$ cat config.mk
export PLATFORM = sky130hd
export DESIGN_NAME = uart_block_sequencer_flat
export DESIGN_NICKNAME = d
export VERILOG_FILES = /design/src/rtl/uart_block_sequencer_if.sv /design/src/rtl/uart_block_sequencer.sv /design/src/flat_wrapper.sv
export SDC_FILE = /design/constraint.sdc
export NUM_CORES = 1
export LEC_CHECK = 0
export CAP_MARGIN = 25
export CORE_UTILIZATION = 35
export DETAILED_ROUTE_END_ITERATION = 8
export GPL_ROUTABILITY_DRIVEN = 0
export MAX_ROUTING_LAYER = met4
export SLEW_MARGIN = 40
export SYNTH_ARGS = -nofsm -noshare
export SYNTH_HDL_FRONTEND = slang
export SYNTH_SLANG_ARGS = --single-unit
$ cat constraint.sdc
create_clock -name clk_100MHz -period 12.8 [get_ports clk_100MHz]
set_clock_uncertainty 0.1 [all_clocks]
set_input_delay 1.28 -clock clk_100MHz [delete_from_list [all_inputs] [get_ports clk_100MHz]]
set_output_delay 1.28 -clock clk_100MHz [all_outputs]
set_load 0.02 [all_outputs]
$ cat src/rtl/uart_block_sequencer_if.sv
`default_nettype none
// ============================================================================
// Module   : uart_block_sequencer_if
// Purpose  : FIFO, cipher and status signals of the UART block sequencer
// Revision : 1.0 - initial release
// ============================================================================
interface uart_block_sequencer_if #(
    parameter int BLOCK_BYTES = 8,
    parameter int COUNT_W     = 16
);
    logic                     rx_empty;
    logic [7:0]               rx_data;
    logic                     rd_uart;
    logic                     tx_full;
    logic                     wr_uart;
    logic [7:0]               tx_data;
    logic                     start;
    logic                     flush;
    logic                     mode;
    logic [8*BLOCK_BYTES-1:0] ciph_in;
    logic                     ciph_mode;
    logic                     ciph_start;
    logic [8*BLOCK_BYTES-1:0] ciph_out;
    logic                     ciph_done;
    logic                     busy;
    logic [COUNT_W-1:0]       blk_count;

    // master = the sequencer, slave = FIFOs, cipher and trigger logic
    modport master (
        input  rx_empty, rx_data, tx_full, start, flush, mode, ciph_out, ciph_done,
        output rd_uart, wr_uart, tx_data, ciph_in, ciph_mode, ciph_start, busy, blk_count
    );
    modport slave (
        output rx_empty, rx_data, tx_full, start, flush, mode, ciph_out, ciph_done,
        input  rd_uart, wr_uart, tx_data, ciph_in, ciph_mode, ciph_start, busy, blk_count
    );
endinterface
`default_nettype wire

$ cat src/rtl/uart_block_sequencer.sv
`default_nettype none
// ============================================================================
// Module   : uart_block_sequencer
// Purpose  : Packs rx bytes into cipher blocks and drains results to tx
// Revision : 1.0 - initial release
// ============================================================================
module uart_block_sequencer #(
    parameter int         BLOCK_BYTES = 8,
    parameter int         AUTO_START  = 1,
    parameter logic [7:0] PAD_BYTE    = 8'h00,
    parameter int         COUNT_W     = 16
) (
    input  wire logic              clk_100MHz,
    input  wire logic              reset,
    uart_block_sequencer_if.master bus
);
    localparam int                W        = 8 * BLOCK_BYTES;
    localparam int                CNT_W    = $clog2(BLOCK_BYTES + 1);
    localparam logic [CNT_W-1:0]  CNT_FULL = CNT_W'(BLOCK_BYTES);
    localparam logic [CNT_W-1:0]  CNT_ONE  = CNT_W'(1);

    typedef enum logic [1:0] {
        FILL       = 2'd0,
        WAIT_START = 2'd1,
        CIPHER     = 2'd2,
        DRAIN      = 2'd3
    } state_t;

    state_t             state_q;
    logic [W-1:0]       shift_q;
    logic [CNT_W-1:0]   byte_cnt_q;
    logic [W-1:0]       ciph_in_q;
    logic               ciph_mode_q;
    logic               ciph_start_q;
    logic               busy_q;
    logic [COUNT_W-1:0] blk_count_q;

    logic               pop;
    logic               push;
    logic               blk_ready;
    logic [W-1:0]       fill_shift_d;
    logic [CNT_W-1:0]   fill_cnt_d;
    logic [W-1:0]       padded_d;

    assign pop  = (state_q == FILL)  && !bus.rx_empty;
    assign push = (state_q == DRAIN) && !bus.tx_full;

    // A byte popped together with flush is shifted in before the padding.
    always_comb begin
        fill_shift_d = shift_q;
        fill_cnt_d   = byte_cnt_q;
        if (pop) begin
            fill_shift_d = {shift_q[W-9:0], bus.rx_data};
            fill_cnt_d   = byte_cnt_q + 1'b1;
        end
        padded_d = fill_shift_d;
        for (int k = 0; k < BLOCK_BYTES; k++) begin
            if (k < BLOCK_BYTES - int'(fill_cnt_d)) begin
                padded_d = {padded_d[W-9:0], PAD_BYTE};
            end
        end
    end

    assign blk_ready = (fill_cnt_d == CNT_FULL) || (bus.flush && (fill_cnt_d != '0));

    always_ff @(posedge clk_100MHz) begin
        if (reset) begin
            state_q      <= FILL;
            shift_q      <= '0;
            byte_cnt_q   <= '0;
            ciph_in_q    <= '0;
            ciph_mode_q  <= 1'b0;
            ciph_start_q <= 1'b0;
            busy_q       <= 1'b0;
            blk_count_q  <= '0;
        end else begin
            ciph_start_q <= 1'b0;
            case (state_q)
                FILL: begin
                    if (blk_ready) begin
                        shift_q    <= padded_d;
                        byte_cnt_q <= CNT_FULL;
                        busy_q     <= 1'b1;
                        if (AUTO_START != 0) begin
                            state_q      <= CIPHER;
                            ciph_start_q <= 1'b1;
                            ciph_in_q    <= padded_d;
                            ciph_mode_q  <= bus.mode;
                        end else begin
                            state_q <= WAIT_START;
                        end
                    end else begin
                        shift_q    <= fill_shift_d;
                        byte_cnt_q <= fill_cnt_d;
                    end
                end
                WAIT_START: begin
                    if (bus.start) begin
                        state_q      <= CIPHER;
                        ciph_start_q <= 1'b1;
                        ciph_in_q    <= shift_q;
                        ciph_mode_q  <= bus.mode;
                    end
                end
                CIPHER: begin
                    // done may already be high in the start cycle
                    if (bus.ciph_done) begin
                        shift_q    <= bus.ciph_out;
                        byte_cnt_q <= CNT_FULL;
                        state_q    <= DRAIN;
                    end
                end
                DRAIN: begin
                    if (push) begin
                        shift_q <= {shift_q[W-9:0], 8'h00};
                        if (byte_cnt_q == CNT_ONE) begin
                            byte_cnt_q  <= '0;
                            blk_count_q <= blk_count_q + 1'b1;
                            busy_q      <= 1'b0;
                            state_q     <= FILL;
                        end else begin
                            byte_cnt_q <= byte_cnt_q - 1'b1;
                        end
                    end
                end
                default: state_q <= FILL;
            endcase
        end
    end

    assign bus.rd_uart    = pop;
    assign bus.wr_uart    = push;
    assign bus.tx_data    = shift_q[W-1 -: 8];
    assign bus.ciph_in    = ciph_in_q;
    assign bus.ciph_mode  = ciph_mode_q;
    assign bus.ciph_start = ciph_start_q;
    assign bus.busy       = busy_q;
    assign bus.blk_count  = blk_count_q;
endmodule
`default_nettype wire

$ cat src/flat_wrapper.sv
// flat-port wrapper written by rule: the top's interface ports become plain ports
module uart_block_sequencer_flat 
#(
    parameter int         BLOCK_BYTES = 8,
    parameter int         AUTO_START  = 1,
    parameter logic [7:0] PAD_BYTE    = 8'h00,
    parameter int         COUNT_W     = 16
)
  (clk_100MHz, reset, bus_rx_empty, bus_rx_data, bus_tx_full, bus_start, bus_flush, bus_mode, bus_ciph_out, bus_ciph_done, bus_rd_uart, bus_wr_uart, bus_tx_data, bus_ciph_in, bus_ciph_mode, bus_ciph_start, bus_busy, bus_blk_count);
  uart_block_sequencer_if #(.BLOCK_BYTES(BLOCK_BYTES), .COUNT_W(COUNT_W)) bus_i ();
  input  wire logic clk_100MHz;
  input  wire logic reset;
  input wire logic [$bits(bus_i.rx_empty)-1:0] bus_rx_empty;
  input wire logic [$bits(bus_i.rx_data)-1:0] bus_rx_data;
  input wire logic [$bits(bus_i.tx_full)-1:0] bus_tx_full;
  input wire logic [$bits(bus_i.start)-1:0] bus_start;
  input wire logic [$bits(bus_i.flush)-1:0] bus_flush;
  input wire logic [$bits(bus_i.mode)-1:0] bus_mode;
  input wire logic [$bits(bus_i.ciph_out)-1:0] bus_ciph_out;
  input wire logic [$bits(bus_i.ciph_done)-1:0] bus_ciph_done;
  output wire logic [$bits(bus_i.rd_uart)-1:0] bus_rd_uart;
  output wire logic [$bits(bus_i.wr_uart)-1:0] bus_wr_uart;
  output wire logic [$bits(bus_i.tx_data)-1:0] bus_tx_data;
  output wire logic [$bits(bus_i.ciph_in)-1:0] bus_ciph_in;
  output wire logic [$bits(bus_i.ciph_mode)-1:0] bus_ciph_mode;
  output wire logic [$bits(bus_i.ciph_start)-1:0] bus_ciph_start;
  output wire logic [$bits(bus_i.busy)-1:0] bus_busy;
  output wire logic [$bits(bus_i.blk_count)-1:0] bus_blk_count;
  assign bus_i.rx_empty = bus_rx_empty;
  assign bus_i.rx_data = bus_rx_data;
  assign bus_i.tx_full = bus_tx_full;
  assign bus_i.start = bus_start;
  assign bus_i.flush = bus_flush;
  assign bus_i.mode = bus_mode;
  assign bus_i.ciph_out = bus_ciph_out;
  assign bus_i.ciph_done = bus_ciph_done;
  assign bus_rd_uart = bus_i.rd_uart;
  assign bus_wr_uart = bus_i.wr_uart;
  assign bus_tx_data = bus_i.tx_data;
  assign bus_ciph_in = bus_i.ciph_in;
  assign bus_ciph_mode = bus_i.ciph_mode;
  assign bus_ciph_start = bus_i.ciph_start;
  assign bus_busy = bus_i.busy;
  assign bus_blk_count = bus_i.blk_count;
  uart_block_sequencer #(.BLOCK_BYTES(BLOCK_BYTES), .AUTO_START(AUTO_START), .PAD_BYTE(PAD_BYTE), .COUNT_W(COUNT_W)) u_core (.clk_100MHz(clk_100MHz), .reset(reset), .bus(bus_i));
endmodule
==> results.tsv <==
stage	metric	value	unit
outcome	status	finished, violations left	
outcome	failing checks	DRC	
logic_synthesis	dominant synthesized flop cell	dfxtp_1	
logic_synthesis	number of synthesized flops with an enable pin	0	
route	initial DRC count	3010	
min_path	hold_sp	u_core.bus.ciph_in[50]	
timing	Setup Viol. Count Final	0	
setup_path	CP startpoint	bus_rx_empty	
logic_synthesis	syn nets	2061	
logic_synthesis	number of synthesis warnings	0	
global_route	wire length of the first global-routing pass	101	mm
floorplan	chip height	199	um
logic_synthesis	Compound-Gate Fraction of Synth Area	36.5	%
clock_network	Post-CTS Setup Bufs	0	
clock_network	# clock sinks	153	
timing	min cycle time layout	7.09	ns
logic_synthesis	Synth area leaders	dfxtp_1 23%, mux2i_1 8.4%, nand2_1 7.6%, a21oi_1 7.3%, o21ai_0 6.7%	
global_route	Tot GR Track Use	34.9	%
timing	setup TNS	0	ns
global_route	largest net degree at the start of global routing	82	
clock_network	Longest Clk Path Bufs	2	
logic_synthesis	main combinational cell family by area after synthesis	compound AO/OA/AOI/OAI gates	
route	drt via density	6.72	
clock_network	hold bufs inserted after CTS	0	
global_route	initial antenna violation count	0	
floorplan	chip width	199	um
timing	max frequency	141	MHz
logic_synthesis	fraction of the mapped netlist area in adder cells	0.647	%
setup_path	crit path kind	in -> reg	
floorplan	Rows	71	
setup_path	worst-path fanout max	58	
timing	Max Slew Vio Count	0	
logic_synthesis	Mapped Area	0.0135	mm2
clock_network	htree depth	4	
logic_synthesis	ys async rst share	0	%
clock_network	Root Driver	clkbuf_16	
floorplan	DIE AREA	0.0395	mm2
route	Antenna Violating Nets Remaining	0	
route	total wire length	68.0	mm
route	DR vias	17200	
cells_and_area	non-filler cells, final	2560	
floorplan	core area	0.0378	mm2
global_route	GRT Residual Overflow	0	
setup_path	CP Data Required Time	13.03	ns
cells_and_area	Post-layout nets	2122	
setup_path	Critical R2R Launch	u_core.state_q[1]	
clock_network	clock transition at the registers of the reported paths	0.07	ns
logic_synthesis	area share of xor/xnor cells in the synthesized design	1.54	%
placed_design	Detail Placement HPWL	47.9	mm
run	MaxCap Viol Count	0	
timing	Fin. Hold Viols	0	
logic_synthesis	Synth Area in Simple Gates	22.5	%
cells_and_area	area growth from synthesis to layout	20.1	%
clock_network	CTS tree	done	
logic_synthesis	post-synth top area share	22.6	%
timing	slew margin rel.	38.1	%
min_path	hold crit path type	reg -> reg	
timing	RSZ-0062 raised after global routing	false	
clock_network	worst-skew pair later-pin latency	0.46	ns
placed_design	# port buffers	172	
global_route	number of global-route vias before repair	16000	
logic_synthesis	Yosys cell types	85	
logic_synthesis	Synth area leader	dfxtp_1	
timing	Final period util	55.4	%
clock_network	TritonCTS buffer count	17	
route	WL/cell	26.6	um
clock_network	post_cts resized	0	
cells_and_area	layout cells sized above 1	7.28	%
logic_synthesis	mux cell area share after synthesis	9.96	%
floorplan	IO Pins	173	
timing	Worst Tran Pin Value	0.902	ns
logic_synthesis	#FFs+latches synth	153	
setup_path	startpoint types	input port	
setup_path	CP endpoint kind	register	
logic_synthesis	register area share after synthesis	22.6	%
logic_synthesis	Cells after Synth	1974	
floorplan	initial core utilization	35.8	%
route	DRT Pass-1 Iters	9	
setup_path	Worst EP arrival	7.31	ns
placed_design	DP Cell Count	2525	
logic_synthesis	Syn Area/Cell	6.86	um2
route	drt drc	7	
[logic make-up (layout without fill, tap and decap cells)]
kind of cell | Yosys count | in the layout
AO/OA/AOI/OAI | 756 | 756
AND/OR/NAND/NOR | 703 | 703
buffers and inverters | 201 | 275
flip-flops | 153 | 153
multiplexers | 131 | 131
XOR/XNOR | 23 | 23
adder cells (fa/ha/maj) | 7 | 7
other | 0 | 1
[cell usage after synthesis, types with 12 or more instances]
master,n
mux2i_1,113
a21oi_1,197
a31oi_1,22
dfxtp_1,153
o221ai_1,24
buf_4,12
and3_1,15
mux2_2,15
o21ai_0,181
inv_1,15
xor2_1,12
nor3_1,72
or3_1,14
and2_1,12
nand3_1,64
nor2_1,216
a211oi_1,45
clkbuf_1,118
buf_2,36
o22ai_1,29
a22oi_1,14
buf_1,19
o21ai_1,25
a221oi_1,48
nand2_1,275
a32oi_1,12
o211ai_1,35
o2111ai_1,14
[cells in the final DEF (no fill, tap or decap), types with 8 or more instances in the layout]
master           netlist  routed
clkbuf_16              0      17
clkdlybuf4s50_1        0     171
xor2_1                12      12
a22oi_1               14      14
a311oi_1               8       8
nor2_1               216     212
dfxtp_1              153     151
a31oi_1               22      22
o2bb2ai_1              8       8
o221ai_1              24      24
a221oi_1              48      48
o31ai_1               11      11
a211oi_1              45      44
or3_1                 14      13
nor3_1                72      70
and3_1                15      15
buf_4                 12      53
xnor2_1               10      10
inv_1                 15      14
mux2_2                15      15
nand4_1               11      11
a211o_1                8       8
nand3_1               64      64
o22ai_1               29      28
a21oi_1              197     197
nand2_1              275     272
o21ai_0              181     180
and2_1                12      11
o21ai_1               25      24
a221o_1                8       8
mux2i_1              113     112
a32oi_1               12      12
o2111ai_1             14      14
o211ai_1              35      35
[area by class of cell]
class                   instances  area, um2
inverters                      16       60.1
well taps                     511        639
clock inverters                14        176
clock buffers                  18        429
fillers                      3957      21600
flip-flops and latches        153       3070
repair buffers                227       2140
diodes                          1       2.50
multi-input cells            1620       9750
[final timing paths]
path | slack [ns] | cells past startpoint | endpoint
worst max-delay path | 5.71 | 19 | u_core.bus.ciph_in[29]
worst max register to register | 6.39 | 19 | u_core.bus.ciph_in[29]
worst min-delay path | 0.36 | 2 | u_core.bus.ciph_in[50]
worst min register to register | 0.36 | 2 | u_core.bus.ciph_in[50]
[state kept, by name, indices dropped and copies added (netlist names)]
name	cells
u_core.bus.busy	1
u_core.bus.blk_count	16
u_core.state_q	2
u_core.byte_cnt_q	4
u_core.bus.ciph_start	1
u_core.bus.ciph_in	64
u_core.bus.ciph_mode	1
u_core.shift_q	64
[critical path, cell delays in order]
cell and delay, ns:
clkdlybuf4s50_1 0.48, or3_4 0.63, inv_2 0.11, buf_4 0.55, nor2_1 0.09, a21oi_1 0.27
ha_1 0.48, nor4b_2 0.58, a211oi_4 0.08, buf_4 0.31, o211ai_1 0.14, buf_4 0.39
nor2_1 0.15, a21oi_1 0.63, o221ai_1 0.32, mux2i_1 0.40, o211ai_1 0.17, o21ai_0 0.15
nor2_1 0.06
[through the flow]
step	util, %	instance area [um2]	setup slack, ns	hold WS, ns
finish	43.0	16300	5.71	0.355
global route	43.0	16300	5.39	0.386
CTS	42.9	16200	5.85	0.358
detailed placement	41.3	15600	5.41	0.349
global placement	41.3	15600	5.54	0.344
floorplan	-	13500	6.47	0.386
[per-layer routing]
metal	wire [um]	up-vias	GRT usage [%]
li1	-	7528	-
met1	26300	7937	43.7
met2	27900	1397	49.5
met3	9070	342	10.6
met4	4710	0	19.4
met5	0	-	-
Power is not shown: default switching activity piles up to over one toggle a cycle in this logic, so the estimate is an artifact.
